--- src/rtl/trailing_ones_counter_if.sv ---
// Handshake bundle for trailing_ones_counter: word input channel and count output channel.
// The slave modport is the counter's view; the master modport is the producer/consumer view.
interface trailing_ones_counter_if #(
  parameter int unsigned WORD_WIDTH  = 8,
  parameter int unsigned COUNT_WIDTH = 4
);
  logic [WORD_WIDTH-1:0]  word_in;
  logic                   word_in_valid;
  logic                   word_in_ready;
  logic [COUNT_WIDTH-1:0] count_out;
  logic                   all_ones_out;
  logic                   count_out_valid;
  logic                   count_out_ready;

  modport master (
    output word_in,
    output word_in_valid,
    input  word_in_ready,
    input  count_out,
    input  all_ones_out,
    input  count_out_valid,
    output count_out_ready
  );

  modport slave (
    input  word_in,
    input  word_in_valid,
    output word_in_ready,
    output count_out,
    output all_ones_out,
    output count_out_valid,
    input  count_out_ready
  );
endinterface

--- src/rtl/trailing_ones_counter.sv ---
// Multicycle trailing-ones counter, STEP_WIDTH bits examined per COUNT cycle.
// Optional feature macro: TRAILING_ONES_COUNTER_EARLY_EXIT_EN -- stop scanning at the first chunk
// that is not all ones. Without it every word takes WORD_WIDTH/STEP_WIDTH cycles.
module trailing_ones_counter #(
  parameter int unsigned WORD_WIDTH  = 8,
  parameter int unsigned STEP_WIDTH  = 2,
  parameter int unsigned COUNT_WIDTH = 4
) (
  input logic                    clock,
  input logic                    clear,
  trailing_ones_counter_if.slave bus
);
  localparam int unsigned NUM_CHUNKS      = WORD_WIDTH / STEP_WIDTH;
  localparam int unsigned CHUNK_CNT_WIDTH = $clog2(NUM_CHUNKS + 1);

  localparam logic [COUNT_WIDTH-1:0]     STEP_INC    = COUNT_WIDTH'(STEP_WIDTH);
  localparam logic [COUNT_WIDTH-1:0]     WORD_CNT    = COUNT_WIDTH'(WORD_WIDTH);
  localparam logic [CHUNK_CNT_WIDTH-1:0] CHUNKS_INIT = CHUNK_CNT_WIDTH'(NUM_CHUNKS);
  localparam logic [CHUNK_CNT_WIDTH-1:0] CHUNK_ONE   = CHUNK_CNT_WIDTH'(1);

  typedef enum logic [1:0] {StIdle, StCount, StDone} state_e;

  state_e                     state_q, state_d;
  logic [WORD_WIDTH-1:0]      shift_q, shift_d;
  logic [COUNT_WIDTH-1:0]     acc_q, acc_d;
  logic [CHUNK_CNT_WIDTH-1:0] chunks_q, chunks_d;
  logic [COUNT_WIDTH-1:0]     count_q, count_d;
  logic                       all_ones_q, all_ones_d;

  logic [STEP_WIDTH-1:0]  chunk;
  logic                   chunk_full;
  logic [COUNT_WIDTH-1:0] chunk_ones;
  logic                   chunk_run;
  logic [COUNT_WIDTH-1:0] chunk_add;
  logic [COUNT_WIDTH-1:0] acc_sum;
  logic                   last_chunk;

  assign chunk      = shift_q[STEP_WIDTH-1:0];
  assign chunk_full = &chunk;
  assign acc_sum    = acc_q + chunk_add;

  // Trailing-ones count of the current (not all-ones) chunk.
  always_comb begin
    chunk_ones = '0;
    chunk_run  = 1'b1;
    for (int i = 0; i < STEP_WIDTH; i++) begin
      if (chunk_run && chunk[i]) begin
        chunk_ones = chunk_ones + COUNT_WIDTH'(1);
      end else begin
        chunk_run = 1'b0;
      end
    end
  end

`ifdef TRAILING_ONES_COUNTER_EARLY_EXIT_EN
  assign chunk_add  = chunk_full ? STEP_INC : chunk_ones;
  assign last_chunk = !chunk_full || (chunks_q == CHUNK_ONE);
`else
  // Set once a broken chunk is seen; later chunks then contribute nothing.
  logic final_q, final_d;

  assign chunk_add  = final_q ? '0 : (chunk_full ? STEP_INC : chunk_ones);
  assign last_chunk = (chunks_q == CHUNK_ONE);

  // Next value of the result-final flag.
  always_comb begin
    final_d = final_q;
    if (state_q == StIdle) begin
      final_d = 1'b0;
    end else if (state_q == StCount && !chunk_full) begin
      final_d = 1'b1;
    end
  end

  // Result-final flag register.
  always_ff @(posedge clock) begin
    if (clear) begin
      final_q <= 1'b0;
    end else begin
      final_q <= final_d;
    end
  end
`endif

  // Next-state and datapath updates.
  always_comb begin
    state_d    = state_q;
    shift_d    = shift_q;
    acc_d      = acc_q;
    chunks_d   = chunks_q;
    count_d    = count_q;
    all_ones_d = all_ones_q;
    unique case (state_q)
      StIdle: begin
        if (bus.word_in_valid) begin
          state_d  = StCount;
          shift_d  = bus.word_in;
          acc_d    = '0;
          chunks_d = CHUNKS_INIT;
        end
      end
      StCount: begin
        acc_d    = acc_sum;
        shift_d  = shift_q >> STEP_WIDTH;
        chunks_d = chunks_q - CHUNK_ONE;
        if (last_chunk) begin
          state_d    = StDone;
          count_d    = acc_sum;
          all_ones_d = (acc_sum == WORD_CNT);
        end
      end
      StDone: begin
        if (bus.count_out_ready) begin
          state_d = StIdle;
        end
      end
      default: state_d = StIdle;
    endcase
  end

  // State and datapath registers; clear discards any in-flight word.
  always_ff @(posedge clock) begin
    if (clear) begin
      state_q    <= StIdle;
      shift_q    <= '0;
      acc_q      <= '0;
      chunks_q   <= '0;
      count_q    <= '0;
      all_ones_q <= 1'b0;
    end else begin
      state_q    <= state_d;
      shift_q    <= shift_d;
      acc_q      <= acc_d;
      chunks_q   <= chunks_d;
      count_q    <= count_d;
      all_ones_q <= all_ones_d;
    end
  end

  assign bus.word_in_ready   = (state_q == StIdle);
  assign bus.count_out_valid = (state_q == StDone);
  assign bus.count_out       = count_q;
  assign bus.all_ones_out    = all_ones_q;
endmodule

--- src/flat_wrapper.sv ---
// flat-port wrapper written by rule: the top's interface ports become plain ports
module trailing_ones_counter_flat 
#(
  parameter int unsigned WORD_WIDTH  = 8,
  parameter int unsigned STEP_WIDTH  = 2,
  parameter int unsigned COUNT_WIDTH = 4
)
  (clock, clear, bus_word_in, bus_word_in_valid, bus_word_in_ready, bus_count_out, bus_all_ones_out, bus_count_out_valid, bus_count_out_ready);
  trailing_ones_counter_if #(.WORD_WIDTH(WORD_WIDTH), .COUNT_WIDTH(COUNT_WIDTH)) bus_i ();
  input logic clock;
  input logic clear;
  input wire logic [$bits(bus_i.word_in)-1:0] bus_word_in;
  input wire logic [$bits(bus_i.word_in_valid)-1:0] bus_word_in_valid;
  output wire logic [$bits(bus_i.word_in_ready)-1:0] bus_word_in_ready;
  output wire logic [$bits(bus_i.count_out)-1:0] bus_count_out;
  output wire logic [$bits(bus_i.all_ones_out)-1:0] bus_all_ones_out;
  output wire logic [$bits(bus_i.count_out_valid)-1:0] bus_count_out_valid;
  input wire logic [$bits(bus_i.count_out_ready)-1:0] bus_count_out_ready;
  assign bus_i.word_in = bus_word_in;
  assign bus_i.word_in_valid = bus_word_in_valid;
  assign bus_word_in_ready = bus_i.word_in_ready;
  assign bus_count_out = bus_i.count_out;
  assign bus_all_ones_out = bus_i.all_ones_out;
  assign bus_count_out_valid = bus_i.count_out_valid;
  assign bus_i.count_out_ready = bus_count_out_ready;
  trailing_ones_counter #(.WORD_WIDTH(WORD_WIDTH), .STEP_WIDTH(STEP_WIDTH), .COUNT_WIDTH(COUNT_WIDTH)) u_core (.clock(clock), .clear(clear), .bus(bus_i));
endmodule
--- config.mk ---
export PLATFORM = sky130hd
export DESIGN_NAME = trailing_ones_counter_flat
export DESIGN_NICKNAME = d
export VERILOG_FILES = /design/src/rtl/trailing_ones_counter_if.sv /design/src/rtl/trailing_ones_counter.sv /design/src/flat_wrapper.sv
export SDC_FILE = /design/constraint.sdc
export NUM_CORES = 1
export LEC_CHECK = 0
export ABC_AREA = 1
export BUFFER_PORTS_ARGS = -buffer_cell sky130_fd_sc_hd__buf_4
export CAP_MARGIN = 10
export CORE_UTILIZATION = 55
export DETAILED_ROUTE_END_ITERATION = 10
export PLACE_DENSITY = 0.76
export SYNTH_ARGS = -nofsm -noshare
export SYNTH_HDL_FRONTEND = slang
export SYNTH_SLANG_ARGS = --single-unit
--- constraint.sdc ---
create_clock -name clock -period 3 [get_ports clock]
set_input_delay 0.45 -clock clock [delete_from_list [all_inputs] [get_ports clock]]
set_output_delay 0.45 -clock clock [all_outputs]
set_load 0.05 [all_outputs]
### Yosys cells after proc, flatten, opt, wreduce, memory -nomap -nowiden

Index checks and enable logic that the tools add are counted.

* $add $sub $neg: 3
* $mul: 0
* div/mod/pow operators: 0
* magnitude comparators: 0
* eq/ne operators: 7
* shift operators: 0
* mux-type cells: 15
* bitwise logic cells: 0
* reductions and logical operators: 10

Operators with widths (count)
* 4-bit two-way mux: 4
* 8-bit case mux with 2 select lines: 1
* 8-bit two-way mux: 1
* 4-bit case mux with 2 select lines: 1
* 2-bit two-way mux: 3
* 2-bit case mux with 3 select lines: 1
* 3-bit case mux with 2 select lines: 1
* 2-bit AND reduction: 3
* 4-bit by 1-bit adder with 4-bit output (second input constant): 1
* 4-bit adder: 1
* 4-bit equality test (second input constant): 1
* 2-bit by 1-bit inequality test with 1-bit output (second input constant): 2
* 3-bit by 1-bit equality test with 1-bit output (second input constant): 1
* 3-bit two-way mux: 1
* 3-bit AND reduction: 1
* 3-bit by 1-bit subtractor with 3-bit output (second input constant): 1
* 2-bit by 1-bit equality test with 1-bit output (second input constant): 1
* 2-bit equality test (second input constant): 1
* 1-bit logical AND: 2
* 2-bit zero test: 1
* 1-bit two-way mux: 2
* 2-bit inequality test (second input constant): 1
* 2-bit nonzero test: 1
* 2-bit OR reduction: 1
* 1-bit zero test: 1

* flip-flop bits (word level): 23
* latch bits: 0
* RAM bits: 0
* memory bits (read-only): 0
* input port bits: 12
* output and inout bits: 7
* word-level logic and storage cells: 42
* memories: 0

### Logic depth before layout (Yosys ltp)

Gate-level depths: netlist of the first run.

* depth in word-level cells: 7
* depth in mapped cells: 11
* mapped depth without buffers: 11

### Least setup slack after synthesis of the first run

No wires, ideal clock.

* path kind: flip-flop to output port
* start: register u_core.state_q[1]
* end: output port bus_count_out_valid
* arrival time: 1148 ps
* data required time: 2550 ps
* slack: 1402 ps
* cell stages (with the launch flop): 3
* buffers on the path: 0
* cell sequence: dfxtp_1 -> inv_2 -> nor2_1

* longest elaborated chain between the ends: 1

RTL lines
* start, declared: line trailing_ones_counter.sv:23 `state_e state_q, state_d;`
* start signal, assigned: line trailing_ones_counter.sv:124 `state_q <= StIdle;`
* start signal, assigned: line trailing_ones_counter.sv:131 `state_q <= state_d;`
* 2-bit equality test: line trailing_ones_counter.sv:141 `assign bus.count_out_valid = (state_q == StDone);`
* end, declared: line flat_wrapper.sv:17 `output wire logic [$bits(bus_i.count_out_valid)-1:0] bus_count_out_valid;`

Every way passes these cells.

### Final worst setup path of the first run

* start: register u_core.shift_q[0]
* end: register u_core.all_ones_q, in the netlist u_core.bus.all_ones_out

* longest elaborated chain between the ends: 7

RTL lines
* start, declared: line trailing_ones_counter.sv:24 `logic [WORD_WIDTH-1:0] shift_q, shift_d;`
* start signal, assigned: line trailing_ones_counter.sv:132 `shift_q <= shift_d;`
* 1-bit two-way mux: line trailing_ones_counter.sv:47 `if (chunk_run && chunk[i]) begin`
* 4-bit by 1-bit adder with 4-bit output or 1-bit logical AND (tied branches): line trailing_ones_counter.sv:48, trailing_ones_counter.sv:47
* 4-bit two-way mux: line trailing_ones_counter.sv:47
* 4-bit two-way mux * (2 in a row): line trailing_ones_counter.sv:62 `assign chunk_add = final_q ? '0 : (chunk_full ? STEP_INC : chunk_ones);`
* 4-bit adder *: line trailing_ones_counter.sv:40 `assign acc_sum = acc_q + chunk_add;`
* 4-bit equality test *: line trailing_ones_counter.sv:109 `all_ones_d = (acc_sum == WORD_CNT);`
* end signal, assigned: line trailing_ones_counter.sv:136 `all_ones_q <= all_ones_d;`
* end, declared: line trailing_ones_counter.sv:28 `logic all_ones_q, all_ones_d;`

Every way passes the cells marked *; elsewhere a longest branch is shown, timed or not.
A chain may end at the register's enable or synchronous reset.

==> summary by stage, run 1 <==
Timing
The slew at the pin with the worst max-slew slack is 397 ps. The minimum clock period after layout is 1780 ps. The maximum frequency from static timing analysis is 563 MHz. The setup skew after layout is 2.28 ps. The number of max-slew violations in the final report is 0. The final period utilization is 0.592.

The worst setup slack after layout is 1220 ps. The number of hold violations in the final report is 0. The hold slack is 376 ps.

The worst-case headroom to the max-slew limit is 0.735. The number of endpoints failing setup at the final stage is 0. The total negative setup slack is 0 ps. Setup repair after global routing left no endpoint under its margin.

Cells and area
The net count of the finished layout is 187. In the final layout, the share of cells above drive strength 1 is 0.183. Once layout is done, the placed cells without fillers occupy 1260 µm². The post-layout instance count excluding filler cells is 194. From synthesis to final layout, the design area changed by 13.3%. The number of filler instances in the final layout is 173. The number of antenna diodes is 0. The final design utilization is 0.698.

Pwr
The relative contribution of sequential cells to total power is 0.574. The sum of internal, switching and leakage power is 0.580 mW. The combinational share of power is 0.175.

The net load switching power is 0.170 mW. The design internal power is 0.410 mW. The clock power share is 0.251. The analysis attributes to cell leakage a power of 0.585 nW. Of the total power, the share spent switching nets is 0.292.

The cell area power density is 461 nW/µm². VDD sags by at most 0.341 mV.

Clock tree
The post-cts gate resize count is 0. The library cell used as clock root buffer is sky130_fd_sc_hd__clkbuf_4. The latest clock arrival within the worst-skew pair is 310 ps. CTS built an H-tree with a depth of 1. The count of hold buffers inserted by post-cts repair is 0. Counting along the longest clock path gives a buffer depth of 2. The number of buffers added for setup after CTS is 0. Clock-pin slew was measured on the worst setup and hold paths at 120 ps. The clock tree from TritonCTS is yes. Counting the buffers created by CTS gives 3. For this design, the sink count on the clock tree is 23.

Global routing
The via count of the first global-routing pass is 941. The largest net degree at the start of global routing is 19. The aggregate global routing overflow is 0. The initial antenna violation count came to 0. The wire length of the first global-routing pass is 3850 µm. The combined global-route utilization of all metal layers is 0.248.

Synthesis
The portion of synthesized cell area occupied by the leading cell type is 0.415. The async set or reset register ratio after synthesis is 0. The portion of the post-synthesis area used by sequential elements is 0.415. The mapped netlist covers 1110 µm². The number of flip-flops and latches in the synthesized netlist is 23. In this run, synthesis inferred 0 flip-flops with an integrated enable. By area the synthesized netlist is led by sky130_fd_sc_hd__dfxtp_1 41%, sky130_fd_sc_hd__nand2_1 14%, sky130_fd_sc_hd__inv_1 7.1%. For this run, the leading register cell type out of synthesis is sky130_fd_sc_hd__dfxtp_1. Ranked by instance count, the synthesized netlist is headed by 40 x sky130_fd_sc_hd__nand2_1, 23 x sky130_fd_sc_hd__dfxtp_1, 21 x sky130_fd_sc_hd__inv_1. Summed over all instances, the cell type with the most area after synthesis is sky130_fd_sc_hd__dfxtp_1. sky130_fd_sc_hd__nand2_1 is the most common cell in the netlist. Synthesis produced a netlist whose cell count is 152. The synthesized netlist net count is 169. The post-synthesis cell type count is 24. During synthesis, Yosys emitted a total of 0 warnings. The average footprint of a synthesized cell is 7.30 µm².

Drt
The first TritonRoute pass finished after 4 iterations. The count of nets left with antenna violations once routing finished came out at 0. The routed design has 2210 µm of wire. The number of vias in the routed layout is 986. The remaining design rule violation count is 0. After detailed routing, the average wire length per cell comes to 11.4 µm. The average via count per standard cell is 5.08.

The number of DRC violations after detailed-routing iteration 0 is 25.

Placement
In this run the tool buffered the top-level ports with 18 buffer cells. Once detailed placement completed, the half-perimeter wirelength came to 1620 µm. In this run, placement finished with an instance count of 190. The cell area after placement is 1230 µm². Routability-driven placement finished with a final weighted congestion of 0.778. Prior to clock tree synthesis, the placed netlist has a worst setup slack of 1240 ps.

Floorplan
After floorplanning, the core was divided into 15 placement rows. The core region is 1800 µm². The die area is 2200 µm². The die is 46.9 µm tall. 19 I/O pins were placed.

Measured along the x axis, the die boundary spans 46.9 µm. The effective utilization at floorplan is 0.616.

Job
The number of violations of the max-capacitance limit is 0.

Worst hold path
The number of cells on the worst hold path is 4. The startpoint identified for the worst hold timing path is bus_count_out_ready. The destination of the worst hold path is u_core.state_q[1]. The path class of the tightest hold or removal check is input port to register.

Status
The run finished with clean final reports.

Critical path
The capturing point of the worst reg2reg path is u_core.bus.all_ones_out. The flop-to-flop setup slack is 1220 ps. The maximum fanout count along the critical path is 3.

The worst-case reg-to-reg path depth is 8. Data arrives at the worst endpoint at 2030 ps. The reg-to-reg critical path startpoint is u_core.shift_q[0]. STA classifies the critical path endpoint as a register. STA classifies the critical path startpoint as a register. The critical path is of the register to register type. For the worst setup path, the data required time is 3250 ps.
-- power by group through the flow --
stage / combinational, mW / clock (mW) / sequential (mW)
detailed placement: 0.102 / 0 / 0.340
global route: 0.115 / 0.158 / 0.335
CTS: 0.103 / 0.147 / 0.333
floorplan: 0.0735 / 0 / 0.343
global placement: 0.0996 / 0 / 0.339
finish: 0.102 / 0.145 / 0.333
-- state kept, by name, summed over array words and instances, names as in the netlist --
signal                   cells
u_core.bus.all_ones_out      1
u_core.final_q               1
u_core.shift_q               8
u_core.acc_q                 4
u_core.bus.count_out         4
u_core.state_q               2
u_core.chunks_q              3
-- worst max-delay path by stage --
stage	endpoint	startpoint	slack (ps)	cells past startpoint
3_3_place_gp	u_core.bus.all_ones_out	u_core.shift_q[0]	1330	9
5_1_grt	u_core.bus.all_ones_out	u_core.shift_q[0]	1080	8
6_report	u_core.bus.all_ones_out	u_core.shift_q[0]	1220	8
3_5_place_dp	u_core.bus.all_ones_out	u_core.shift_q[0]	1240	8
2_1_floorplan	bus_count_out_valid	u_core.state_q[1]	1400	2
4_1_cts	u_core.bus.all_ones_out	u_core.shift_q[0]	1220	8
-- metal layers --
metal,track usage,vias up,share of wire
met4,0.120,0,0.016
li1,-,516,-
met1,0.326,446,0.48
met5,0,-,0
met2,0.408,20,0.47
met3,0.0231,4,0.031
-- placed cells by master (no fill, tap or decap) --
master | Yosys | layout
sky130_fd_sc_hd__nand2_2 | 2 | 2
sky130_fd_sc_hd__a21oi_2 | 1 | 1
sky130_fd_sc_hd__nand2_4 | 1 | 1
sky130_fd_sc_hd__a31oi_1 | 4 | 4
sky130_fd_sc_hd__o21ai_0 | 5 | 5
sky130_fd_sc_hd__nor2_2 | 1 | 1
sky130_fd_sc_hd__o211ai_1 | 1 | 1
sky130_fd_sc_hd__o21ai_1 | 1 | 1
sky130_fd_sc_hd__nand2_1 | 40 | 40
sky130_fd_sc_hd__or2_2 | 1 | 1
sky130_fd_sc_hd__clkbuf_4 | 0 | 3
sky130_fd_sc_hd__fa_1 | 1 | 1
sky130_fd_sc_hd__inv_1 | 21 | 21
sky130_fd_sc_hd__nand3_1 | 14 | 14
sky130_fd_sc_hd__nor2_4 | 1 | 1
sky130_fd_sc_hd__nor3_1 | 3 | 3
sky130_fd_sc_hd__a21oi_1 | 12 | 12
sky130_fd_sc_hd__ha_1 | 4 | 4
sky130_fd_sc_hd__clkbuf_1 | 1 | 1
sky130_fd_sc_hd__buf_4 | 0 | 18
sky130_fd_sc_hd__dfxtp_1 | 23 | 23
sky130_fd_sc_hd__nor2_1 | 8 | 8
sky130_fd_sc_hd__inv_2 | 3 | 3
-- cell families after synthesis --
family          share of synthesized area
simple gates                        0.282
buf+inv                             0.122
compound gates                      0.118
flops                               0.415
fa+ha+maj                          0.0631
-- layout make-up --
cell class / count / area (µm²) / area share
clock buffer: 4 / 26.3 / 0.0209
inverter: 24 / 90.1 / 0.0716
multi-input combinational: 100 / 514 / 0.409
sequential: 23 / 460 / 0.366
tap: 25 / 31.3 / 0.0249
timing repair buffer: 18 / 135 / 0.107
-- critical path, stage by stage (launching register included) --
cell and delay [ps]:
sky130_fd_sc_hd__dfxtp_1 370, sky130_fd_sc_hd__inv_1 60, sky130_fd_sc_hd__nor3_1 300, sky130_fd_sc_hd__inv_1 110, sky130_fd_sc_hd__fa_1 540, sky130_fd_sc_hd__nand3_1 80, sky130_fd_sc_hd__nor2_1 100, sky130_fd_sc_hd__nand2_1 50
sky130_fd_sc_hd__a21oi_1 110
No activity file was read; power rests on OpenSTA's default activity.
==> run 2, diff against run 1 <==
--- a/config.mk
+++ b/config.mk
@@ -5,12 +5,12 @@
 export SDC_FILE = /design/constraint.sdc
 export NUM_CORES = 1
 export LEC_CHECK = 0
-export ABC_AREA = 1
+export ABC_AREA = 0
 export BUFFER_PORTS_ARGS = -buffer_cell sky130_fd_sc_hd__buf_4
 export CAP_MARGIN = 10
-export CORE_UTILIZATION = 55
+export CORE_UTILIZATION = 54
 export DETAILED_ROUTE_END_ITERATION = 10
-export PLACE_DENSITY = 0.76
+export PLACE_DENSITY = 0.75
 export SYNTH_ARGS = -nofsm -noshare
 export SYNTH_HDL_FRONTEND = slang
 export SYNTH_SLANG_ARGS = --single-unit
==> constraint.sdc (replaced) <==
create_clock -name clock -period 1.7 [get_ports clock]
set_input_delay 0.255 -clock clock [delete_from_list [all_inputs] [get_ports clock]]
set_output_delay 0.255 -clock clock [all_outputs]
set_load 0.05 [all_outputs]
==> run 2 against run 1 <==
The flow now finishes with violations (negative setup slack); clock skew is essentially flat; setup slack worse by 1300 ps; synthesized cell count fell by 7.2%.
==> summary by stage, run 2 <==
Status
The flow ran to the end, but the final reports show violations. The final reports fail on negative setup slack.

Drt
Using the TritonRoute via totals, the vias-per-cell ratio works out to 5.68. The remaining design rule violation count is 0. The first TritonRoute pass finished after 4 iterations. The number of DRC violations after detailed-routing iteration 0 is 27. After detailed routing, the total wire length is 2620 µm. The number of nets with antenna violations after detailed routing is 0.

The average wire per cell in the routed design is 13.9 µm. The routed layout has 1073 vias.

Timing
The number of hold violations in the final report is 0. The number of endpoints failing setup at the final stage is 6. The maximum frequency from static timing analysis is 556 MHz. On the final layout, the worst clock skew is 1.89 ps. Setup slack on the critical path of the routed design comes to -99.7 ps. The total negative setup slack is -290 ps. The worst-case headroom to the max-slew limit is 0.734. Of the available clock period, the critical path in the final layout requires 1.06. The number of max-slew violations in the final report is 0. Setup repair after global routing could not meet its margin everywhere. For the pin with the worst max-slew slack, the measured transition is 399 ps. Subtracting the final worst setup slack from the clock period gives 1800 ps.

Pwr
Of the total power, the share spent switching nets is 0.288. The combinational share of power is 0.202. Across the VDD grid, the largest voltage drop is 0.544 mV. The design internal power is 0.764 mW. The relative contribution of sequential cells to total power is 0.558.

Of the total power, the clock network draws 0.240. Dividing total power by cell area gives a power density of 736 nW/µm². In this run the static leakage power is 0.633 nW. The sum of internal, switching and leakage power is 1.07 mW. In this run the power spent charging and discharging nets is 0.310 mW.

Synthesis
Ranked by total cell area, the synthesized netlist is headed by sky130_fd_sc_hd__dfxtp_1 38%, sky130_fd_sc_hd__a21oi_1 7.5%, sky130_fd_sc_hd__nor2_1 6.6%. The most common cell in the synthesized netlist is sky130_fd_sc_hd__dfxtp_1. The portion of the post-synthesis area used by sequential elements is 0.385. The cell count after synthesis came out at 141. The commonest register cell after synthesis is sky130_fd_sc_hd__dfxtp_1. The average footprint of a synthesized cell is 8.49 µm². Of the post-synthesis cell area, the dominant cell type holds 0.385. The async set or reset register ratio after synthesis is 0.

Summed over all instances, the cell type with the most area after synthesis is sky130_fd_sc_hd__dfxtp_1. The commonest cells after synthesis are 23 x sky130_fd_sc_hd__dfxtp_1, 21 x sky130_fd_sc_hd__nor2_1, 18 x sky130_fd_sc_hd__a21oi_1. The number of enable flip-flop cells after synthesis is 0. The cell area after synthesis is 1200 µm². The number of warnings printed during yosys synthesis is 0.

The number of flip-flops and latches in the synthesized netlist is 23. The number of nets in the synthesized netlist is 158. The post-synthesis cell type count is 34.

Clock tree
The clock sink count is 23. The number of hold buffers added after CTS was 0. After clock tree synthesis, the clock-pin slew on the worst setup and hold paths is 130 ps. The clock tree from TritonCTS is yes. The library cell used as clock root buffer is sky130_fd_sc_hd__clkbuf_4. CTS built an H-tree with a depth of 1. At the later pin of the worst-skew pair, clock insertion delay measures 310 ps. The number of CTS-inserted buffers is 3.

No sink is reached through more buffers than the 2 on the longest clock path.

Cells and area
The share of cells above drive strength 1 is 0.296. The register with the most flip-flops in the layout has 8 of them. In the layout the commonest cells are 25 x sky130_fd_sc_hd__buf_4, 21 x sky130_fd_sc_hd__nor2_1, 20 x sky130_fd_sc_hd__dfxtp_1.

The net count of the finished layout is 180. The commonest non-fill, non-tap cell in the layout is sky130_fd_sc_hd__buf_4. The final instance area is 1460 µm².

The growth of design area from synthesis to finish is 21.8%. The number of antenna diodes is 0. The largest register by flop count is u_core.shift_q.

Global routing
The via count of the first global-routing pass is 994. The met2 global-route usage is 0.372. The initial antenna violation count is 0. The largest net degree at the start of global routing is 23.

The global routing usage on met1 is 0.280. For this run, global-route usage on met3 was measured as 0.0374. The layer flagged by global routing as most heavily used is met2. The total overflow left after global routing is 0. The wire length of the first global-routing pass is 4220 µm. In the global route stage, overall resource usage came out at 0.222.

Floorplan
The effective utilization at floorplan is 0.592. During I/O placement, the number of pins put on the boundary was 19. The area inside the core boundary is 2020 µm². The die width is 49.1 µm.

The die covers 2410 µm². The floorplan has 16 rows. The die is 49.1 µm tall.

Critical path
The data arrival time of the worst path is 2030 ps. Of all nets on the critical path, the largest fanout is 3. Walking the worst path, the cells encountered are inv_2 -> or3_4 -> fa_2 -> nand2b_1 -> o41ai_2. In this design, the stage delay of the slowest critical-path cell is 590 ps. The critical path is of the register to register type. STA classifies the critical path startpoint as a register. The endpoint kind of the worst setup timing path is a register. The critical path launch point is u_core.shift_q[1]. In this design, the largest share of critical-path delay is due to adder cells. The required time of the worst setup path is 1930 ps.

In this run the critical register-to-register path is launched from u_core.shift_q[1]. For this design, the slowest cell found on the critical path is sky130_fd_sc_hd__fa_2. Counting both buffers and inverters, the worst setup path holds a total of 1.

Placement
The routability congestion estimate is 0.801. The cell area after placement is 1370 µm². Detailed placement finished with a half-perimeter wire length of 1750 µm. The number of port buffers is 18.

Worst hold path
The worst hold path begins at bus_count_out_ready. In this run the worst hold path is classified as input port to register.

Job
The number of violations of the max-capacitance limit is 0.
[run 2: changes by cell type in the layout (fill, tap and decap cells not counted), sizes merged, moves of 5 or more]
cell   before  now
buf        18   27
inv        24   14
nand3      14    2
nand2      43    5
o221a       0    6
a21oi      13   18
nor2       10   21
[run 2: path summary, 6_finish.rpt]
path / to / slack (ps) / cells past startpoint
max: u_core.bus.all_ones_out / -100 / 5
min: u_core.state_q[1] / 240 / 4
max reg2reg: u_core.bus.all_ones_out / -100 / 5
min reg2reg: u_core.shift_q[6] / 490 / 2
[run 2: through the flow]
| stage | util | hold slack, ps | std cells | setup WS (ps) |
|---|---|---|---|---|
| final | 0.722 | 239 | 189 | -99.7 |
| after global routing | 0.722 | 257 | 189 | -147 |
| after CTS | 0.691 | 235 | 185 | -83.6 |
| after detailed placement | 0.676 | 479 | 181 | -88.6 |
| after global placement | 0.676 | 466 | 181 | -17.3 |
| after floorplan | - | 424 | 141 | 2.47 |
[run 2: timing repair]
item,in CTS,in global routing
endpoints found under the setup margin,5,7
gates resized for setup,3,6
pin swaps,2,3
buffers inserted,0,4
hold endpoints to repair,0,0
[run 2: power groups by stage]
stage	clock (mW)	sequential [mW]	combinational (mW)
floorplan	0	0.607	0.151
global placement	0	0.607	0.201
detailed placement	0	0.609	0.205
CTS	0.267	0.598	0.207
global route	0.281	0.604	0.241
finish	0.258	0.599	0.217
[run 2: kinds of logic (layout without fill, tap and decap cells)]
| logic type | after synthesis | count (layout) | synth area share |
|---|---|---|---|
| and+or+nand+nor | 45 | 45 | 0.185 |
| muxes | 3 | 3 | 0.0251 |
| xor gates and xnor gates | 1 | 1 | 0.00732 |
| buffers and inverters | 24 | 45 | 0.0940 |
| adders and majority gates | 5 | 5 | 0.0585 |
| DFF | 23 | 23 | 0.385 |
| AOI/OAI and AO/OA | 40 | 40 | 0.246 |
[run 2: final cells by class]
class                           instances  area, µm²
Multi-Input combinational cell         94        672
Fill cell                             157        563
Sequential cell                        23        464
Timing Repair Buffer                   27        210
Inverter                               14       52.6
Tap cell                               27       33.8
Clock buffer                            4       26.3
[run 2: worst reg2reg max path, stage by stage, from the launching register on]
cell and delay (ps):
sky130_fd_sc_hd__dfxtp_2 380, sky130_fd_sc_hd__inv_2 40, sky130_fd_sc_hd__or3_4 380, sky130_fd_sc_hd__fa_2 590
sky130_fd_sc_hd__nand2b_1 80, sky130_fd_sc_hd__o41ai_2 250
[run 2: routing by layer]
metal | share of wire | up-vias
li1 | - | 529
met5 | 0 | -
met4 | 0.017 | 0
met3 | 0.024 | 6
met2 | 0.48 | 18
met1 | 0.48 | 520
==> run 3, diff against run 2 <==
--- a/config.mk
+++ b/config.mk
@@ -10,7 +10,9 @@
 export CAP_MARGIN = 10
 export CORE_UTILIZATION = 54
 export DETAILED_ROUTE_END_ITERATION = 10
+export GPL_TIMING_DRIVEN = 0
 export PLACE_DENSITY = 0.75
+export SLEW_MARGIN = 20
 export SYNTH_ARGS = -nofsm -noshare
 export SYNTH_HDL_FRONTEND = slang
 export SYNTH_SLANG_ARGS = --single-unit
==> run 3 against run 2 <==
The run still ends with negative setup slack left; critical path type unchanged; clock skew is 6.9 ps higher; combinational power is 5% higher; cell area is 1.0% higher; setup slack better by 5.8 ps; clock power hardly changed.
==> summary by stage, run 3 (synthesis results as in run 2) <==
Timing
The maximum frequency from static timing analysis is 557 MHz. The routed design could run at a clock period as short as 1790 ps. For the pin with the worst max-slew slack, the measured transition is 527 ps. The number of hold violations in the final report is 0.

The final period utilization is 1.06. Headroom to the max-slew limit came out at 0.649. Setup violations remaining at the end of the flow were counted as 5.

The worst setup slack after layout is -93.9 ps. Setup repair after global routing could not meet its margin everywhere. The number of max-slew violations in the final report is 0.

The setup skew after layout is 8.74 ps.

Cells and area
The register with the most flip-flops in the layout has 8 of them. The finished cells cover 1470 µm². The largest register by flop count is u_core.shift_q. The share of cells above drive strength 1 is 0.315. From synthesis to final layout, the design area changed by 23.1%. The number of antenna diodes is 0.

The net count of the finished layout is 183. Leaving out fill and tap cells, the most frequent cells in the layout are 23 x sky130_fd_sc_hd__buf_4, 21 x sky130_fd_sc_hd__nor2_1, 19 x sky130_fd_sc_hd__dfxtp_1. Leaving out fill and tap cells, the most frequent cell in the layout is sky130_fd_sc_hd__buf_4. The post-layout instance count excluding filler cells is 192. Fill cells in the final layout number 152.

Pwr
The worst-case IR drop observed on VDD is 0.565 mV. The cell area power density is 738 nW/µm². The leakage power figure is 0.630 nW.

Critical path
For flop-to-flop paths, the worst setup slack is -90 ps. The worst setup path is captured at a register. STA classifies the critical path startpoint as a register. The critical path start-end classification is register to register. For the worst flop-to-flop path, the logic depth is 5. The data arrival time of the worst path is 2030 ps. The required time of the worst setup path is 1940 ps.

The maximum fanout count along the critical path is 3.

Placement
OpenSTA, run right after detailed placement, puts the worst setup slack at -136 ps. The congestion estimate from routability-driven global placement came to 0.778. The count of placed standard cells including taps is 185. The placed wire-length estimate after detailed placement is 1900 µm. After detailed placement, the total cell area comes to 1380 µm².

During placement, the flow inserted port buffers numbering 17.

Status
The flow ran to the end, but the final reports show violations. The final reports fail on negative setup slack.

Floorplan
The effective utilization at floorplan is 0.592. The total area inside the core boundary comes to 2020 µm². The die area is 2410 µm². The die width is 49.1 µm.

The die boundary height is 49.1 µm. For this design the top-level I/O count stands at 19. After floorplanning, the core was divided into 16 placement rows.

Drt
The number of vias in the routed layout is 1073. The number of DRC violations after detailed-routing iteration 0 is 33. The remaining design rule violation count is 0. The first detailed-routing pass ran for 4 iterations. The final layout contains routed wiring with a total length of 2750 µm. After detailed routing, the average wire length per cell comes to 14.3 µm. Using the TritonRoute via totals, the vias-per-cell ratio works out to 5.59.

The detail route stage leaves a number of antenna-violating nets equal to 0.

Global routing
The aggregate global routing overflow is 0. The largest net degree at the start of global routing is 14. The combined global-route utilization of all metal layers is 0.250. The initial antenna violation count is 0. The wire length of the first global-routing pass is 4730 µm. The via count of the first global-routing pass was 1073.

Clock tree
After clock tree synthesis, the clock-pin slew on the worst setup and hold paths is 140 ps. The latest clock arrival within the worst-skew pair is 310 ps. The tree is rooted in a sky130_fd_sc_hd__clkbuf_4. The clock sink count is 23.

The clock tree from TritonCTS is yes. TritonCTS created 3 clock buffers. The deepest clock path buffer count is 2.

In this run the number of H-tree levels came out at 1.

Job
Max-cap violations in this run came to 0.

Worst hold path
The worst hold path was traced through 4 stages. The class of the most critical hold timing path is input port to register.
[run 3: routing by layer]
metal | GRT usage | up-vias | wire length (µm)
li1 | - | 537 | -
met2 | 0.452 | 22 | 1370
met4 | 0.0588 | 0 | 10
met3 | 0.0280 | 2 | 73
met5 | 0 | - | 0
met1 | 0.314 | 512 | 1290
[run 3: power by group]
group | switching (mW) | leakage, nW | internal [mW]
clock | 0.173 | 0.0177 | 0.0879
sequential | 0.0263 | 0.190 | 0.572
combinational | 0.126 | 0.422 | 0.102
total | 0.325 | 0.630 | 0.763
[run 3: worst max-delay path: stages, from the launching register on]
cell and delay, ps:
sky130_fd_sc_hd__dfxtp_4 390, sky130_fd_sc_hd__inv_1 50, sky130_fd_sc_hd__or3_4 380, sky130_fd_sc_hd__fa_2 560, sky130_fd_sc_hd__nand2b_1 70, sky130_fd_sc_hd__o41ai_2 260
[run 3: final cells by class]
type	instances	area, µm²	area share
multi-input cells	94	681	0.462
repair buffers	20	150	0.102
inverters	14	52.6	0.0357
well taps	27	33.8	0.0229
clock buffers	3	22.5	0.0153
flip-flops and latches	23	468	0.317
plain buffers	10	61.3	0.0416
clock inverters	1	5.00	0.00340
[run 3: path summary, 6_finish.rpt]
path | from | endpoint
max | u_core.shift_q[1] | u_core.bus.all_ones_out
min reg2reg | u_core.shift_q[7] | u_core.shift_q[7]
max reg2reg | u_core.shift_q[1] | u_core.bus.all_ones_out
min | bus_count_out_ready | u_core.state_q[1]
[run 3: timing repair]
action	CTS	global route
pin swaps	3	2
cloned	0	0
hold buffers	0	0
endpoints found under the setup margin	7	8
resized for setup	5	7
setup buffers	3	0
[run 3: through the flow]
step                hold WS (ps)  total power, mW  utilization  TNS, ps
floorplan                    424            0.758            -        0
global placement             464            0.814        0.684     -161
detailed placement           475            0.824        0.684     -409
CTS                          205             1.09        0.717     -117
global route                 220             1.14        0.729     -469
finish                       215             1.09        0.729     -200
